--- config.mk ---
export PLATFORM = sky130hd
export DESIGN_NAME = axi4_arbiter_r_nm_flat
export DESIGN_NICKNAME = d
export VERILOG_FILES = /design/src/rtl/axi4_arbiter_r_nm_if.sv /design/src/rtl/axi4_arbiter_r_nm.sv /design/src/flat_wrapper.sv
export SDC_FILE = /design/constraint.sdc
export NUM_CORES = 1
export LEC_CHECK = 0
export ABC_AREA = 1
export CAP_MARGIN = 10
export CORE_ASPECT_RATIO = 1.4
export CORE_UTILIZATION = 50
export CTS_CLUSTER_DIAMETER = 60
export DETAILED_ROUTE_END_ITERATION = 8
export GPL_ROUTABILITY_DRIVEN = 0
export GPL_TIMING_DRIVEN = 1
export HOLD_SLACK_MARGIN = 0.05
export PLACE_DENSITY = 0.78
export SETUP_SLACK_MARGIN = 0.2
export SLEW_MARGIN = 20
export SYNTH_ARGS = -nofsm -noshare
export SYNTH_HDL_FRONTEND = slang
export SYNTH_SLANG_ARGS = --single-unit
--- constraint.sdc ---
create_clock -name clk -period 2.5 [get_ports clk]
set_input_delay 0.375 -clock clk [delete_from_list [all_inputs] [get_ports clk]]
set_output_delay 0.375 -clock clk [all_outputs]
set_load 0.05 [all_outputs]
--- src/rtl/axi4_arbiter_r_nm_if.sv ---
// Shared AR/R control bundle between the read arbiter and the fabric muxes.
// Latency: none, wires only.
// Backpressure: m_ARBLOCK tells the fabric to gate the owner's AR handshake.
interface axi4_arbiter_r_nm_if #(
  parameter int NUM_MASTERS = 4
);
  logic [NUM_MASTERS-1:0] s_ARVALID;
  logic [NUM_MASTERS-1:0] s_RREADY;
  logic                   m_ARREADY;
  logic                   m_RVALID;
  logic                   m_RLAST;
  logic [NUM_MASTERS-1:0] m_RGRNT;
  logic                   m_ARBLOCK;

  // Arbiter side: observes requests and downstream handshakes, drives grant/block.
  modport slave (
    input  s_ARVALID,
    input  s_RREADY,
    input  m_ARREADY,
    input  m_RVALID,
    input  m_RLAST,
    output m_RGRNT,
    output m_ARBLOCK
  );

  // Fabric side: drives requests and downstream handshakes, consumes grant/block.
  modport master (
    output s_ARVALID,
    output s_RREADY,
    output m_ARREADY,
    output m_RVALID,
    output m_RLAST,
    input  m_RGRNT,
    input  m_ARBLOCK
  );
endinterface

--- src/rtl/axi4_arbiter_r_nm.sv ---
// N-master AXI4 read-channel arbiter, round-robin, bus held while reads are outstanding.
// Latency: grant 1 cycle after a request seen in IDLE; release->IDLE->next grant is 2 edges.
// Backpressure: m_ARBLOCK (combinational from flops) stalls owner ARs at the outstanding limit.
// Optional per-tenure AR quantum: define AXI4_ARBITER_R_QUANTUM_EN.
module axi4_arbiter_r_nm #(
  parameter int NUM_MASTERS     = 4,
  parameter int MAX_OUTSTANDING = 4,
  parameter int QUANTUM         = 8
) (
  input  logic                    clk,
  input  logic                    rst,
  axi4_arbiter_r_nm_if.slave      bus,
  output logic                    busy
);

  localparam int IDX_W = (NUM_MASTERS > 1) ? $clog2(NUM_MASTERS) : 1;
  localparam int CNT_W = $clog2(MAX_OUTSTANDING + 1);

  localparam logic [CNT_W-1:0]       CNT_MAX  = CNT_W'(MAX_OUTSTANDING);
  localparam logic [CNT_W-1:0]       CNT_ONE  = CNT_W'(1);
  localparam logic [IDX_W-1:0]       LAST_RST = IDX_W'(NUM_MASTERS - 1);
  localparam logic [NUM_MASTERS-1:0] GRNT_ONE = NUM_MASTERS'(1);

  typedef enum logic {
    ST_IDLE = 1'b0,
    ST_LOCK = 1'b1
  } state_t;

  // Round-robin pick: first requester strictly after 'last', wrapping modulo N.
  function automatic logic [IDX_W-1:0] rr_pick(
    input logic [NUM_MASTERS-1:0] req,
    input logic [IDX_W-1:0]       last
  );
    logic [IDX_W-1:0] pick;
    logic             found;
    int               cand;
    pick  = last;
    found = 1'b0;
    for (int k = 1; k <= NUM_MASTERS; k++) begin
      cand = (int'(last) + k) % NUM_MASTERS;
      if (!found && req[cand]) begin
        found = 1'b1;
        pick  = IDX_W'(cand);
      end
    end
    return pick;
  endfunction

  // One-hot to index; the grant is one-hot by construction, so OR-ing indices is exact.
  function automatic logic [IDX_W-1:0] oh_to_idx(
    input logic [NUM_MASTERS-1:0] oh
  );
    logic [IDX_W-1:0] idx;
    idx = '0;
    for (int i = 0; i < NUM_MASTERS; i++) begin
      if (oh[i]) begin
        idx = idx | IDX_W'(i);
      end
    end
    return idx;
  endfunction

  state_t                 state_q, state_d;
  logic [NUM_MASTERS-1:0] grnt_q,  grnt_d;
  logic [CNT_W-1:0]       cnt_q,   cnt_d;
  logic [IDX_W-1:0]       last_q,  last_d;

  logic                   own_arvalid;
  logic                   own_rready;
  logic [IDX_W-1:0]       own_idx;
  logic                   cnt_at_max;
  logic                   q_at_max;
  logic                   arblock;
  logic                   ar_hs;
  logic                   r_done;
  logic [CNT_W-1:0]       cnt_nxt;
  logic                   release_bus;
  logic                   req_any;
  logic [IDX_W-1:0]       winner;

`ifdef AXI4_ARBITER_R_QUANTUM_EN
  localparam int QCNT_W = $clog2(QUANTUM + 1);
  localparam logic [QCNT_W-1:0] Q_MAX = QCNT_W'(QUANTUM);
  localparam logic [QCNT_W-1:0] Q_ONE = QCNT_W'(1);

  logic [QCNT_W-1:0] qcnt_q, qcnt_d;

  // Quantum exhausted: owner is blocked for the rest of its tenure.
  always_comb begin
    q_at_max = (qcnt_q == Q_MAX);
  end
`else
  logic unused_quantum;

  // Without the quantum the owner may hold the bus indefinitely.
  always_comb begin
    q_at_max = 1'b0;
  end
  assign unused_quantum = ^QUANTUM;
`endif

  // Owner-qualified views of the per-master handshakes (all zero while idle).
  always_comb begin
    own_arvalid = |(bus.s_ARVALID & grnt_q);
    own_rready  = |(bus.s_RREADY  & grnt_q);
    own_idx     = oh_to_idx(grnt_q);
    req_any     = |bus.s_ARVALID;
    winner      = rr_pick(bus.s_ARVALID, last_q);
  end

  // Block and transfer events; block comes straight from flops so it adds no latency.
  always_comb begin
    cnt_at_max = (cnt_q == CNT_MAX);
    arblock    = cnt_at_max | q_at_max;
    ar_hs      = own_arvalid & bus.m_ARREADY & ~arblock;
    r_done     = bus.m_RVALID & bus.m_RLAST & own_rready;
  end

  // Outstanding count: +1 per accepted AR, -1 per completed burst, floor at 0.
  always_comb begin
    cnt_nxt = cnt_q;
    if (ar_hs && !r_done) begin
      cnt_nxt = cnt_q + CNT_ONE;
    end else if (r_done && !ar_hs) begin
      // A stray RLAST with nothing outstanding must not wrap the counter.
      cnt_nxt = (cnt_q == '0) ? '0 : (cnt_q - CNT_ONE);
    end
  end

  // Hand the bus back once nothing is in flight and the owner has stopped asking
  // (or has used up its quantum).
  always_comb begin
    release_bus = (state_q == ST_LOCK) && (cnt_nxt == '0) &&
                  (!own_arvalid || q_at_max);
  end

  // Arbitration FSM next state: IDLE picks a winner, LOCK tracks the tenure.
  always_comb begin
    state_d = state_q;
    grnt_d  = grnt_q;
    cnt_d   = cnt_q;
    last_d  = last_q;
`ifdef AXI4_ARBITER_R_QUANTUM_EN
    qcnt_d  = qcnt_q;
`endif
    case (state_q)
      ST_IDLE: begin
        cnt_d = '0;
        if (req_any) begin
          state_d = ST_LOCK;
          grnt_d  = GRNT_ONE << winner;
`ifdef AXI4_ARBITER_R_QUANTUM_EN
          qcnt_d  = '0;
`endif
        end
      end
      ST_LOCK: begin
        cnt_d = cnt_nxt;
`ifdef AXI4_ARBITER_R_QUANTUM_EN
        if (ar_hs) begin
          qcnt_d = qcnt_q + Q_ONE;
        end
`endif
        if (release_bus) begin
          state_d = ST_IDLE;
          grnt_d  = '0;
          cnt_d   = '0;
          last_d  = own_idx;
`ifdef AXI4_ARBITER_R_QUANTUM_EN
          qcnt_d  = '0;
`endif
        end
      end
      default: begin
        state_d = ST_IDLE;
        grnt_d  = '0;
        cnt_d   = '0;
      end
    endcase
  end

  // State registers; reset abandons any burst in flight and restores master-0 priority.
  always_ff @(posedge clk) begin
    if (rst) begin
      state_q <= ST_IDLE;
      grnt_q  <= '0;
      cnt_q   <= '0;
      last_q  <= LAST_RST;
`ifdef AXI4_ARBITER_R_QUANTUM_EN
      qcnt_q  <= '0;
`endif
    end else begin
      state_q <= state_d;
      grnt_q  <= grnt_d;
      cnt_q   <= cnt_d;
      last_q  <= last_d;
`ifdef AXI4_ARBITER_R_QUANTUM_EN
      qcnt_q  <= qcnt_d;
`endif
    end
  end

  // Outputs are flops or logic of flops only.
  always_comb begin
    bus.m_RGRNT   = grnt_q;
    bus.m_ARBLOCK = arblock;
    busy          = (state_q == ST_LOCK);
  end

endmodule

--- src/flat_wrapper.sv ---
// flat-port wrapper written by rule: the top's interface ports become plain ports
module axi4_arbiter_r_nm_flat 
#(
  parameter int NUM_MASTERS     = 4,
  parameter int MAX_OUTSTANDING = 4,
  parameter int QUANTUM         = 8
)
  (clk, rst, busy, bus_s_ARVALID, bus_s_RREADY, bus_m_ARREADY, bus_m_RVALID, bus_m_RLAST, bus_m_RGRNT, bus_m_ARBLOCK);
  axi4_arbiter_r_nm_if #(.NUM_MASTERS(NUM_MASTERS)) bus_i ();
  input  logic clk;
  input  logic rst;
  output logic busy;
  input wire logic [$bits(bus_i.s_ARVALID)-1:0] bus_s_ARVALID;
  input wire logic [$bits(bus_i.s_RREADY)-1:0] bus_s_RREADY;
  input wire logic [$bits(bus_i.m_ARREADY)-1:0] bus_m_ARREADY;
  input wire logic [$bits(bus_i.m_RVALID)-1:0] bus_m_RVALID;
  input wire logic [$bits(bus_i.m_RLAST)-1:0] bus_m_RLAST;
  output wire logic [$bits(bus_i.m_RGRNT)-1:0] bus_m_RGRNT;
  output wire logic [$bits(bus_i.m_ARBLOCK)-1:0] bus_m_ARBLOCK;
  assign bus_i.s_ARVALID = bus_s_ARVALID;
  assign bus_i.s_RREADY = bus_s_RREADY;
  assign bus_i.m_ARREADY = bus_m_ARREADY;
  assign bus_i.m_RVALID = bus_m_RVALID;
  assign bus_i.m_RLAST = bus_m_RLAST;
  assign bus_m_RGRNT = bus_i.m_RGRNT;
  assign bus_m_ARBLOCK = bus_i.m_ARBLOCK;
  axi4_arbiter_r_nm #(.NUM_MASTERS(NUM_MASTERS), .MAX_OUTSTANDING(MAX_OUTSTANDING), .QUANTUM(QUANTUM)) u_core (.clk(clk), .rst(rst), .bus(bus_i), .busy(busy));
endmodule
# Yosys cells after proc, flatten, opt, wreduce, memory -nomap -nowiden
# Index checks and enable logic that the tools add are counted.
dict set report totals {
  ff_bits 10
  in_bits 13
  output_inout_bits 6
}
dict set report classes {
  n_addsub 6
  magnitude_cmp 4
  eq_ne 3
  shift 1
  muxes 33
  bitwise_logic 12
  reduce_logical 24
}
# op count
set ops {}
lappend ops {{less-than comparator 3 x 4 -> 1 bit (second input constant)} 4}
lappend ops {{2-to-1 mux 1 bit} 14}
lappend ops {{2-to-1 mux 2 bit} 6}
lappend ops {{2-to-1 mux 3 bit} 4}
lappend ops {{OR reduction 4 bit} 3}
lappend ops {{AND 4 bit} 2}
lappend ops {{binary-select mux 1 bit (select 2 bit)} 4}
lappend ops {{2-to-1 mux 4 bit} 2}
lappend ops {{case mux 4 bit (2 select lines)} 1}
lappend ops {{OR reduction 2 bit} 4}
lappend ops {{logical AND 1 bit} 7}
lappend ops {{zero test 1 bit} 6}
lappend ops {{zero test 3 bit} 2}
lappend ops {{case mux 3 bit (2 select lines)} 1}
lappend ops {{adder 2 x 1 -> 2 bit (second input constant)} 2}
lappend ops {{adder 2 bit (second input constant)} 2}
lappend ops {{AND 1 bit} 4}
lappend ops {{AND 1 bit (first input constant)} 4}
lappend ops {{AND reduction 2 bit} 2}
lappend ops {{left shift 1 x 2 -> 4 bit (first input constant)} 1}
lappend ops {{adder 3 x 1 -> 3 bit (second input constant)} 1}
lappend ops {{equality test 3 bit (second input constant)} 1}
lappend ops {{subtractor 3 x 1 -> 3 bit (second input constant)} 1}
lappend ops {{!= test 2 x 1 -> 1 bit (second input constant)} 1}
lappend ops {{other kinds (3)} 4}

# Longest topological paths before layout
# Gate-level depths: netlist of run 1.
dict set report logic_depth {
  word_depth 19
  ltp_mapped 16
}

# Worst setup path after synthesis of run 1
# OpenSTA, ideal clock, no wires.
dict set report synth_path {
  kind {reg2reg}
  start {reg u_core.cnt_q[0]}
  end {reg u_core.cnt_q[1]}
  t_arrival_ns 2.179
  setup_slack_ns 0.213
  path_stages_with_launch 16
  synth_period_minus_slack_ns 2.287
  path_cell_list {dfxtp_1 -> inv_1 -> ha_1 -> ha_1 -> nor2_1 -> inv_1 -> nor2_2 -> nand2_2 -> nor2_2 -> nor2_1 -> nor2_2 -> nand3_4 -> nand3b_2 -> inv_1 -> nand2_1 -> inv_1}
}
dict set report synth_between {
  elab_chain_len 12
}
# item line_no
set synth_rtl {}
lappend synth_rtl {{start, declared} axi4_arbiter_r_nm.sv:65} ;# logic [CNT_W-1:0] cnt_q, cnt_d;
lappend synth_rtl {{start signal, assigned} axi4_arbiter_r_nm.sv:195} ;# cnt_q <= cnt_d;
lappend synth_rtl {{equality test 3 bit (*)} axi4_arbiter_r_nm.sv:113} ;# cnt_at_max = (cnt_q == CNT_MAX);
lappend synth_rtl {{named net bus_m_ARBLOCK} flat_wrapper.sv:19} ;# output wire logic [$bits(bus_i.m_ARBLOCK)-1:0] bus_m_ARBLOCK;
lappend synth_rtl {{NOT 1 bit (*)} axi4_arbiter_r_nm.sv:115} ;# ar_hs = own_arvalid & bus.m_ARREADY & ~arblock;
lappend synth_rtl {{AND 1 bit (*)} axi4_arbiter_r_nm.sv:115}
lappend synth_rtl {{zero test 1 bit} axi4_arbiter_r_nm.sv:124} ;# end else if (r_done && !ar_hs) begin
lappend synth_rtl {{logical AND 1 bit} axi4_arbiter_r_nm.sv:124}
lappend synth_rtl {{2-to-1 mux 3 bit} axi4_arbiter_r_nm.sv:124}
lappend synth_rtl {{2-to-1 mux 3 bit (*)} axi4_arbiter_r_nm.sv:122} ;# if (ar_hs && !r_done) begin
lappend synth_rtl {{zero test 3 bit} axi4_arbiter_r_nm.sv:133} ;# release_bus = (state_q == ST_LOCK) && (cnt_nxt == '0) &&
lappend synth_rtl {{logical AND 1 bit (2 in a row)} axi4_arbiter_r_nm.sv:133}
lappend synth_rtl {{2-to-1 mux 3 bit (*)} axi4_arbiter_r_nm.sv:164} ;# if (release_bus) begin
lappend synth_rtl {{case mux 3 bit (2 select lines) (*)} axi4_arbiter_r_nm.sv:146} ;# case (state_q)
# Mark *: on every way through the listed nets, which the timed path passes. The rest lies on a longest branch.
# A chain may end at the register's enable or synchronous reset.

# Worst setup path after layout of run 1
dict set report layout_path {
  start {reg u_core.cnt_q[0]}
  end {reg u_core.cnt_q[1]}
}
dict set report layout_between {
  elab_chain_len 12
}
# item line_no
set layout_rtl {}
lappend layout_rtl {{parallel branches: the longest is 6 deep, another holds subtractor 3 x 1 -> 3 bit} -}
lappend layout_rtl {{2-to-1 mux 3 bit (*)} axi4_arbiter_r_nm.sv:122}
lappend layout_rtl {{zero test 3 bit} axi4_arbiter_r_nm.sv:133}
lappend layout_rtl {{logical AND 1 bit (2 in a row)} axi4_arbiter_r_nm.sv:133}
lappend layout_rtl {{2-to-1 mux 3 bit (*)} axi4_arbiter_r_nm.sv:164}
lappend layout_rtl {{case mux 3 bit (2 select lines) (*)} axi4_arbiter_r_nm.sv:146}
# Mark *: on every way between the ends.

==> impl_metrics.toml, run 1 <==
[routing]
met2_length_um = 1220
met1_length_um = 944
wirelength_um = 2290
vias = 1034
drc = 0
viasPerCell = 5.33
drtIter0Drc = 21
antenna_left = 0
highest_layer = "met4"
met3_length_um = 103
drtPass1Iterations = 4
wl_per_cell_um = 11.8

[global_routing]
grt_first_pass_wirelength_um = 3490
grt_usage = 0.236
grt_overflow = 0
grt_pass1_vias = 867
grt_max_degree = 16
antenna_found_initial = 0

[timing]
hold_violations = 0
setup_tns_ns = 0
setup_viol = 0
rsz0062_at_grt = "no"
worst_slew_pin_slew_ns = 0.538
maxSlewHeadroom = 0.641
worst_hold_slack_ns = 0.546
fin_crit_sh = 0.878
fin_skew_ns = 0.00138
period_minus_slack_ns = 2.19
slew_viol_final = 0
fmax_mhz = 456

[clock_network]
worst_skew_pair.late_latency_ns = 0.27
clock-sinks = 10
cts_buffers = 3
clk_pin_slew_ns = 0.06
cts_tree = "yes"
root_buffer = "clkbuf_4"
postCtsSetupBuffers = 0
htreeDepth = 1
clockBufferDepth = 2

[floorplan]
io_pins = 19
die_h_um = 53.2
row_count = 18
die_x_um = 38.6
start_util = 0.533
dieArea_um2 = 2050
coreArea_um2 = 1760

[worst_setup_path]
slowest_stage = "dfxtp_1"
end_kind = "flop"
worstPathRequired_ns = 2.67
crit_top_cell = "inv_1"
timing.critical_path.from = "u_core.cnt_q[0]"
cp_slowest_stage_delay_ns = 0.37
r2r-end = "u_core.cnt_q[1]"
r2r-start = "u_core.cnt_q[0]"
crit_fanout = 5
crit_chain = "inv_1 -> ha_2 -> ha_1 -> nor2_2 -> inv_1 -> nor2_2 -> nand2_2 -> nand2_1 -> nand2_1 -> a21oi_4 -> nand3_4 -> nand3b_2 -> inv_1 -> nand2_1 -> inv_1"
cp-start-kind = "flop"
worstSetupPathType = "reg2reg"
reg2reg_depth = 15
arrival_ns = 2.36
ff2ff_setup_slack_ns = 0.31

[run_status]
outcome = "finished clean"

[flow_run]
maxCapViolations = 0

[yosys]
synthTopCellsByArea = "dfxtp_1 21%, nand2_1 19%, nand3_1 7.5%"
ys_seq_area_frac = 0.214
synth_cells = 153
synth_cell_types = 24
yosysWarnings = 0
avgSynthCellArea_um2 = 6.12
synthesis.area_um2 = 936
synth_nets = 171
synth_largest_area_cell = "dfxtp_1"
yosysTopAreaCellShare = 0.214
synth_seq_cells = 10

[power]
p_leak_nw = 0.588
p_per_area_nw_per_um2 = 1210
ir_drop_uv = 813

[final_layout]
fin_nets = 193
diodes = 0
area_growth_pct = 25.7
drive_above_1_share = 0.155

[placed_design]
post-dp-hpwl_um = 1740
port_buffers = 18

[hold_path]
hold_class = "reg2reg"
hold_path.startpoint = "u_core.bus.m_RGRNT[0]"
hold_path_end = "u_core.bus.m_RGRNT[0]"
min_path_cells = 2
[layout by cell type, fill, tap and decap left out, types with 2 or more instances in the layout]
master | synthesis | final
nand3_1 | 14 | 14
nor2_2 | 5 | 6
clkbuf_4 | 0 | 3
xor2_1 | 2 | 2
dfxtp_1 | 10 | 10
o21ai_0 | 6 | 6
nor3_1 | 2 | 2
nand2_2 | 7 | 7
nand2_1 | 47 | 47
inv_2 | 2 | 2
nor2_1 | 11 | 10
clkdlybuf4s50_1 | 0 | 17
inv_1 | 18 | 18
ha_1 | 5 | 4
a21oi_1 | 8 | 8
o21ai_1 | 5 | 5
[registers in the layout (all words and copies together) (netlist names)]
register and flops:
u_core.last_q 2, u_core.bus.m_RGRNT 4, u_core.busy 1, u_core.cnt_q 3
[critical path, delay by kind of cell, from the launching register on]
family,cells,cell delay (ns)
buf+inv,4,0.23
compound gates,1,0.23
simple gates,8,0.84
flops,1,0.37
fa+ha+maj,2,0.43
[area by class of cell]
type | instances | area, µm²
fill | 169 | 581
tap | 20 | 25.0
inverter | 20 | 75.1
timing repair buffer | 18 | 179
clock buffer | 4 | 36.3
sequential | 10 | 200
multi-input combinational | 122 | 661
[synth_stat cells, drive strengths merged]
cell	n
nor2	16
a21oi	9
xor2	2
nand2	55
nand3	15
inv	20
dfxtp	10
xnor2	1
nor3	2
a22oi	1
buf	2
a31o	1
nand3b	1
ha	5
o21ai	12
o21bai	1
[cells by family after synthesis]
kind of cell | Yosys count | share of synthesized area
AO/OA/AOI/OAI | 24 | 0.146
flip-flops | 10 | 0.214
XOR/XNOR | 3 | 0.0281
AND/OR/NAND/NOR | 89 | 0.441
buffers and inverters | 22 | 0.104
adder cells (fa/ha/maj) | 5 | 0.0668
[where the power goes]
part | internal [mW] | switching, mW | total (mW)
clock network | 0.0885 | 0.0563 | 0.145
logic | 0.332 | 0.639 | 0.970
registers | 0.210 | 0.103 | 0.313
total | 0.631 | 0.798 | 1.43
[worst max-delay path by stage]
stage / endpoint / slack (ns) / cells past startpoint
finish: u_core.cnt_q[1] / 0.31 / 15
floorplan: u_core.cnt_q[1] / 0.21 / 15
global placement: u_core.bus.m_RGRNT[3] / 0.33 / 13
detailed placement: u_core.cnt_q[1] / 0.28 / 15
global route: u_core.cnt_q[1] / 0.18 / 15
CTS: u_core.cnt_q[1] / 0.26 / 15
[what timing repair did]
item	CTS	global route
pin swaps	0	3
gates resized for setup	1	3
setup endpoints to repair	1	10
cloned	0	1
hold buffers	0	0
[stage by stage]
stage                     cell area (µm²)   util  setup WS (ns)  total power, mW  std cells
final                                1180  0.670          0.306             1.43        194
after global routing                 1180  0.670          0.181             1.54        194
after CTS                            1150  0.657          0.261             1.38        193
after detailed placement             1120  0.637          0.276             1.23        189
after global placement               1120  0.637          0.330             1.21        189
after floorplan                       936      -          0.213             1.03        153
[layer usage]
| metal | vias to the layer above | GRT usage |
|---|---|---|
| li1 | 534 | - |
| met1 | 461 | 0.266 |
| met2 | 36 | 0.450 |
| met3 | 3 | 0.0378 |
| met4 | 0 | 0.0345 |
| met5 | - | 0 |
Power figures use the tool's default switching activity.
==> inputs of run 2 (changes only) <==
Settings changed: ABC_AREA 1 to 0, CORE_ASPECT_RATIO 1.4 to default, CORE_UTILIZATION 50 to 49.
==> run 2 against run 1 <==
Clock skew grew 0.0045 ns. Largest power group is now sequential cells. Worst hold slack worse by 0.072 ns. Area after synthesis shrank 11%. Setup slack better by 0.097 ns. Synthesized cell count down 33%. Sequential power fell by 34%. Utilization rose by 2.1 points. Clock power hardly changed. Final cell count is 28% lower. Clock-buffer cell count unchanged. Critical path depth decreased by 6. Critical endpoint is now u_core.last_q[0].
==> impl_metrics.toml, run 2 <==
[run_status]
outcome = "finished clean"

[routing]
antenna_left = 0
drc = 0
wirelength_um = 2000
vias = 798
viasPerCell = 5.74
wl_per_cell_um = 14.4
drtIter0Drc = 24
drtPass1Iterations = 4

[final_layout]
final_cell_mix = "17 x clkdlybuf4s50_1, 11 x nor2_1, 9 x nand2_1, 9 x dfxtp_1, 6 x a21oi_1"
fin_nets = 142
largest_register_ffs = 4
final_common_cell = "clkdlybuf4s50_1"
diodes = 0
fill_cells = 144
area_growth_pct = 27.8
final_util = 0.691
design_area_um2 = 1060
drive_above_1_share = 0.154

[yosys]
synth_compound_area_frac = 0.302
synth_xor_area_frac = 0.0105
synth_top_family_by_area = "compound AO/OA/AOI/OAI gates"
synth-simple-area-share = 0.257
synthArstFlopShare = 0
yosysTopAreaCellShare = 0.240
synthesis.area_um2 = 833
synth_largest_area_cell = "dfxtp_1"
synth_seq_cells = 10
synth_edf_count = 0
synth_cells = 103
synth_fa_ha_area_frac = 0.0751
synthTopCellsByArea = "dfxtp_1 24%, ha_1 7.5%, nor2_1 5.0%"
synthTopCellsByCount = "11 x nor2_1, 10 x dfxtp_1, 9 x nand2_1, 6 x a21oi_1, 5 x ha_1"
synth_cell_types = 37
muxShareOfSynthArea = 0.0616
avgSynthCellArea_um2 = 8.09
synth_most_common_cell = "nor2_1"
ys_seq_area_frac = 0.240
yosysWarnings = 0
synthFlopType = "dfxtp_1"
synth_nets = 121

[worst_setup_path]
cp_top_family = "adder cells"
crit_buf_inv = 1
r2r-start = "u_core.cnt_q[0]"
worstPathRequired_ns = 2.70
crit_chain = "inv_1 -> ha_1 -> ha_2 -> nand2b_1 -> a21oi_4 -> mux2i_1 -> nand3_2 -> a21oi_4 -> mux2i_1"
cp.depth = 9
cp_slowest_stage_delay_ns = 0.36
reg2reg_depth = 9
worstSetupPathType = "reg2reg"
r2r-end = "u_core.last_q[0]"
crit_fanout = 6
slowest_stage = "dfxtp_2"
ff2ff_setup_slack_ns = 0.40
arrival_ns = 2.30
cp-start-kind = "flop"
end_kind = "flop"

[clock_network]
clk_pin_slew_ns = 0.07
root_buffer = "clkbuf_4"
clockBufferDepth = 2
htreeDepth = 1
clock-sinks = 10
cts_buffers = 3
cts_tree = "yes"
worst_skew_pair.late_latency_ns = 0.27
postCtsHoldBufs = 0

[timing]
period_minus_slack_ns = 2.10
worst_hold_slack_ns = 0.475
rsz0062_at_grt = "no"
maxSlewHeadroom = 0.665
fin_crit_sh = 0.839
setup_tns_ns = 0
hold_violations = 0
fmax_mhz = 477
fin_ws_ns = 0.403
slew_viol_final = 0
worst_slew_pin_slew_ns = 0.498
setup_viol = 0
fin_skew_ns = 0.00591

[floorplan]
dieArea_um2 = 1870
die_h_um = 43.2
start_util = 0.541
row_count = 14
coreArea_um2 = 1540
die_x_um = 43.2
io_pins = 19

[global_routing]
met1_usage = 0.303
grtUsageMet2 = 0.352
antenna_found_initial = 0
grt_overflow = 0
grt_usage = 0.231
grt_max_degree = 13
busiest_layer = "met2"
met3_usage = 0.0383
grt_pass1_vias = 744
grt_first_pass_wirelength_um = 3260

[hold_path]
hold_class = "reg2reg"
hold_path.startpoint = "u_core.cnt_q[0]"
hold_path_end = "u_core.cnt_q[0]"
min_path_cells = 1

[power]
p_leak_nw = 0.428
ir_drop_uv = 381
p_per_area_nw_per_um2 = 511

[placed_design]
dp_slack_ns = 0.243
post-dp-hpwl_um = 1520
port_buffers = 18
placed_area_um2 = 1020

[flow_run]
maxCapViolations = 0
-- run 2: what timing repair did --
action / CTS / global route
pin swaps: 0 / 1
setup endpoints to repair: 1 / 5
gates resized for setup: 1 / 1
buffers inserted: 0 / 1
endpoints found under the hold margin: 0 / 0
-- run 2: cell type report --
cell class | instances | area (µm²) | area share
sequential | 10 | 201 | 0.189
multi-input combinational | 84 | 591 | 0.555
timing repair buffer | 21 | 201 | 0.189
clock buffer | 4 | 36.3 | 0.0341
inverter | 4 | 15.0 | 0.0141
tap | 16 | 20.0 | 0.0188
-- run 2: cells by family after synthesis --
group | Yosys count
xor+xnor | 1
compound gates | 31
mux | 5
fa+ha+maj | 5
buf+inv | 9
simple gates | 42
flops | 10
-- run 2: layer usage --
layer,vias up,share of wire
met4,0,0.018
li1,414,-
met5,-,0
met3,5,0.047
met2,15,0.45
met1,364,0.49
-- run 2: worst reg2reg max path, delay by kind of cell (launching register included) --
family	cells	cell delay (ns)
fa+ha+maj	2	0.44
simple gates	2	0.32
buf+inv	1	0.06
compound gates	2	0.41
mux	2	0.44
flops	1	0.36
-- run 2: worst max-delay path by stage --
stage                startpoint                to  slack [ns]
3_5_place_dp   bus_s_ARVALID[2]  u_core.last_q[1]        0.24
6_report        u_core.cnt_q[0]  u_core.last_q[0]        0.40
3_3_place_gp   bus_s_ARVALID[0]  u_core.last_q[0]        0.31
4_1_cts         u_core.cnt_q[0]  u_core.last_q[0]        0.27
5_1_grt         u_core.cnt_q[0]  u_core.last_q[0]        0.25
2_1_floorplan   u_core.cnt_q[0]  u_core.last_q[1]        0.33
-- run 2: where the power goes --
part / switching (mW) / total, mW / leakage (nW) / internal (mW)
clock: 0.0567 / 0.145 / 0.0210 / 0.0885
combinational: 0.104 / 0.191 / 0.324 / 0.0866
sequential: 0.0322 / 0.208 / 0.0824 / 0.176
total: 0.193 / 0.544 / 0.428 / 0.351
-- run 2: metrics by stage --
step	power, mW	instances
after CTS	0.546	138
after detailed placement	0.397	134
after floorplan	0.336	103
after global routing	0.572	139
final	0.544	139
after global placement	0.393	134
==> inputs of run 3 (changes only) <==
Clock period 2.5 ns to 2.2 ns, I/O delays scaled along.
==> run 3 against run 2 <==
Critical path depth fell by 8. Clock skew rose by 0.00082 ns. Total power rose by 17%. Die area did not move. Sequential cell count did not move. Combinational power rose by 20%. Clock power rose by 20%. Sequential share of layout area fell by 1.2 points. Largest cell class unchanged. First-iteration DRC count rose by 92%. Utilization rose by 6.2 points. Worst hold slack improved by 0.069 ns. Non-clock buffer count rose by 8.
==> impl_metrics.toml, run 3 (synthesized netlist as in run 2, its figures left out) <==
[run_status]
outcome = "finished clean"

[routing]
viasPerCell = 5.98
wl_per_cell_um = 15.2
antenna_left = 0
vias = 879
wirelength_um = 2240
drc = 0
drtIter0Drc = 46
drtPass1Iterations = 4

[power]
power.internal_uw = 405
swShare = 0.365
clkPwrFrac = 0.273
combPwrFrac = 0.360
p_per_area_nw_per_um2 = 550
ir_drop_uv = 518
p_sw_uw = 233
p_seq_frac = 0.367
p_leak_nw = 0.467

[timing]
fin_skew_ns = 0.00673
hold_violations = 0
setup_tns_ns = 0
period_minus_slack_ns = 1.93
setup_viol = 0
worst_slew_pin_slew_ns = 0.501
maxSlewHeadroom = 0.665
rsz0062_at_grt = "yes"
slew_viol_final = 0
fmax_mhz = 518
fin_crit_sh = 0.877

[floorplan]
die_h_um = 43.2
io_pins = 19
row_count = 14
start_util = 0.541
die_x_um = 43.2
dieArea_um2 = 1870
coreArea_um2 = 1540

[worst_setup_path]
worstSetupPathType = "reg2out"
slowest_stage = "clkdlybuf4s50_1"
cp_slowest_stage_delay_ns = 0.86
arrival_ns = 1.60
crit_fanout = 7
end_kind = "output pin"
cp-start-kind = "flop"
worstPathRequired_ns = 1.87
crit_buf_inv = 1
cp_top_family = "buffers and inverters"
crit_chain = "clkdlybuf4s50_1"

[hold_path]
hold_class = "reg2reg"

[clock_network]
cts_buffers = 3
clock-sinks = 10
htreeDepth = 1
root_buffer = "clkbuf_4"
clk_pin_slew_ns = 0.08
postCtsHoldBufs = 0
worst_skew_pair.late_latency_ns = 0.27
clockBufferDepth = 2
cts_tree = "yes"

[final_layout]
fin_nets = 150
fill_cells = 111
largest_register_ffs = 4
drive_above_1_share = 0.252
area_growth_pct = 39.2
diodes = 0
design_area_um2 = 1160
final_cell_mix = "17 x clkdlybuf4s50_1, 12 x buf_4, 11 x nor2_1"
final_common_cell = "clkdlybuf4s50_1"

[global_routing]
grt_overflow = 0
grt_usage = 0.255
grt_first_pass_wirelength_um = 3600
antenna_found_initial = 0
grt_pass1_vias = 813
grt_max_degree = 13

[placed_design]
post-dp-hpwl_um = 1590
port_buffers = 18
placed_area_um2 = 1060

[flow_run]
maxCapViolations = 0
## run 3: repair_timing
| item | in CTS | in global routing |
|---|---|---|
| pin swaps | 1 | 3 |
| setup endpoints to repair | 4 | 5 |
| resized for setup | 2 | 5 |
| buffers inserted | 1 | 5 |
## run 3: path summary, 6_finish.rpt
path / from / slack, ns / depth (start not counted) / to
worst min-delay path: u_core.bus.m_RGRNT[0] / 0.54 / 2 / u_core.bus.m_RGRNT[0]
worst max register to register: u_core.cnt_q[1] / 0.29 / 9 / u_core.last_q[0]
worst max-delay path: u_core.busy / 0.27 / 1 / busy
worst min register to register: u_core.bus.m_RGRNT[0] / 0.54 / 2 / u_core.bus.m_RGRNT[0]
## run 3: worst min-delay path: cells and delay by family, from the launching register on
family | cells | cell delay [ns]
flops | 1 | 0.35
simple gates | 1 | 0.10
compound gates | 1 | 0.05
## run 3: cell type report
cell class	instances	area [µm²]	area share
clock buffer	4	36.3	0.0313
multi-input combinational	84	621	0.535
tap	16	20.0	0.0173
sequential	10	205	0.177
timing repair buffer	29	260	0.224
inverter	4	17.5	0.0151
## run 3: metal layers
metal  up-vias  part of all wire  GRT usage
met5         -                 0          0
met1       409              0.45      0.325
li1        433                 -          -
met4         0            0.0094     0.0788
met2        35              0.48      0.427
met3         2             0.063     0.0511
## run 3: through the flow
stage | power (mW) | hold slack, ns | instances | worst slack, ns | utilization
floorplan | 0.383 | 0.482 | 103 | 0.203 | -
global placement | 0.454 | 0.526 | 137 | 0.153 | 0.688
detailed placement | 0.458 | 0.532 | 137 | 0.0797 | 0.688
CTS | 0.624 | 0.479 | 142 | 0.204 | 0.719
global route | 0.669 | 0.574 | 147 | 0.186 | 0.752
finish | 0.638 | 0.544 | 147 | 0.270 | 0.752
## run 3: power by group through the flow
stage               Sequential, mW  Combinational (mW)  Clock [mW]
finish                       0.234               0.230       0.174
global route                 0.237               0.246       0.186
CTS                          0.233               0.223       0.168
detailed placement           0.238               0.220           0
global placement             0.237               0.217           0
floorplan                    0.252               0.131           0
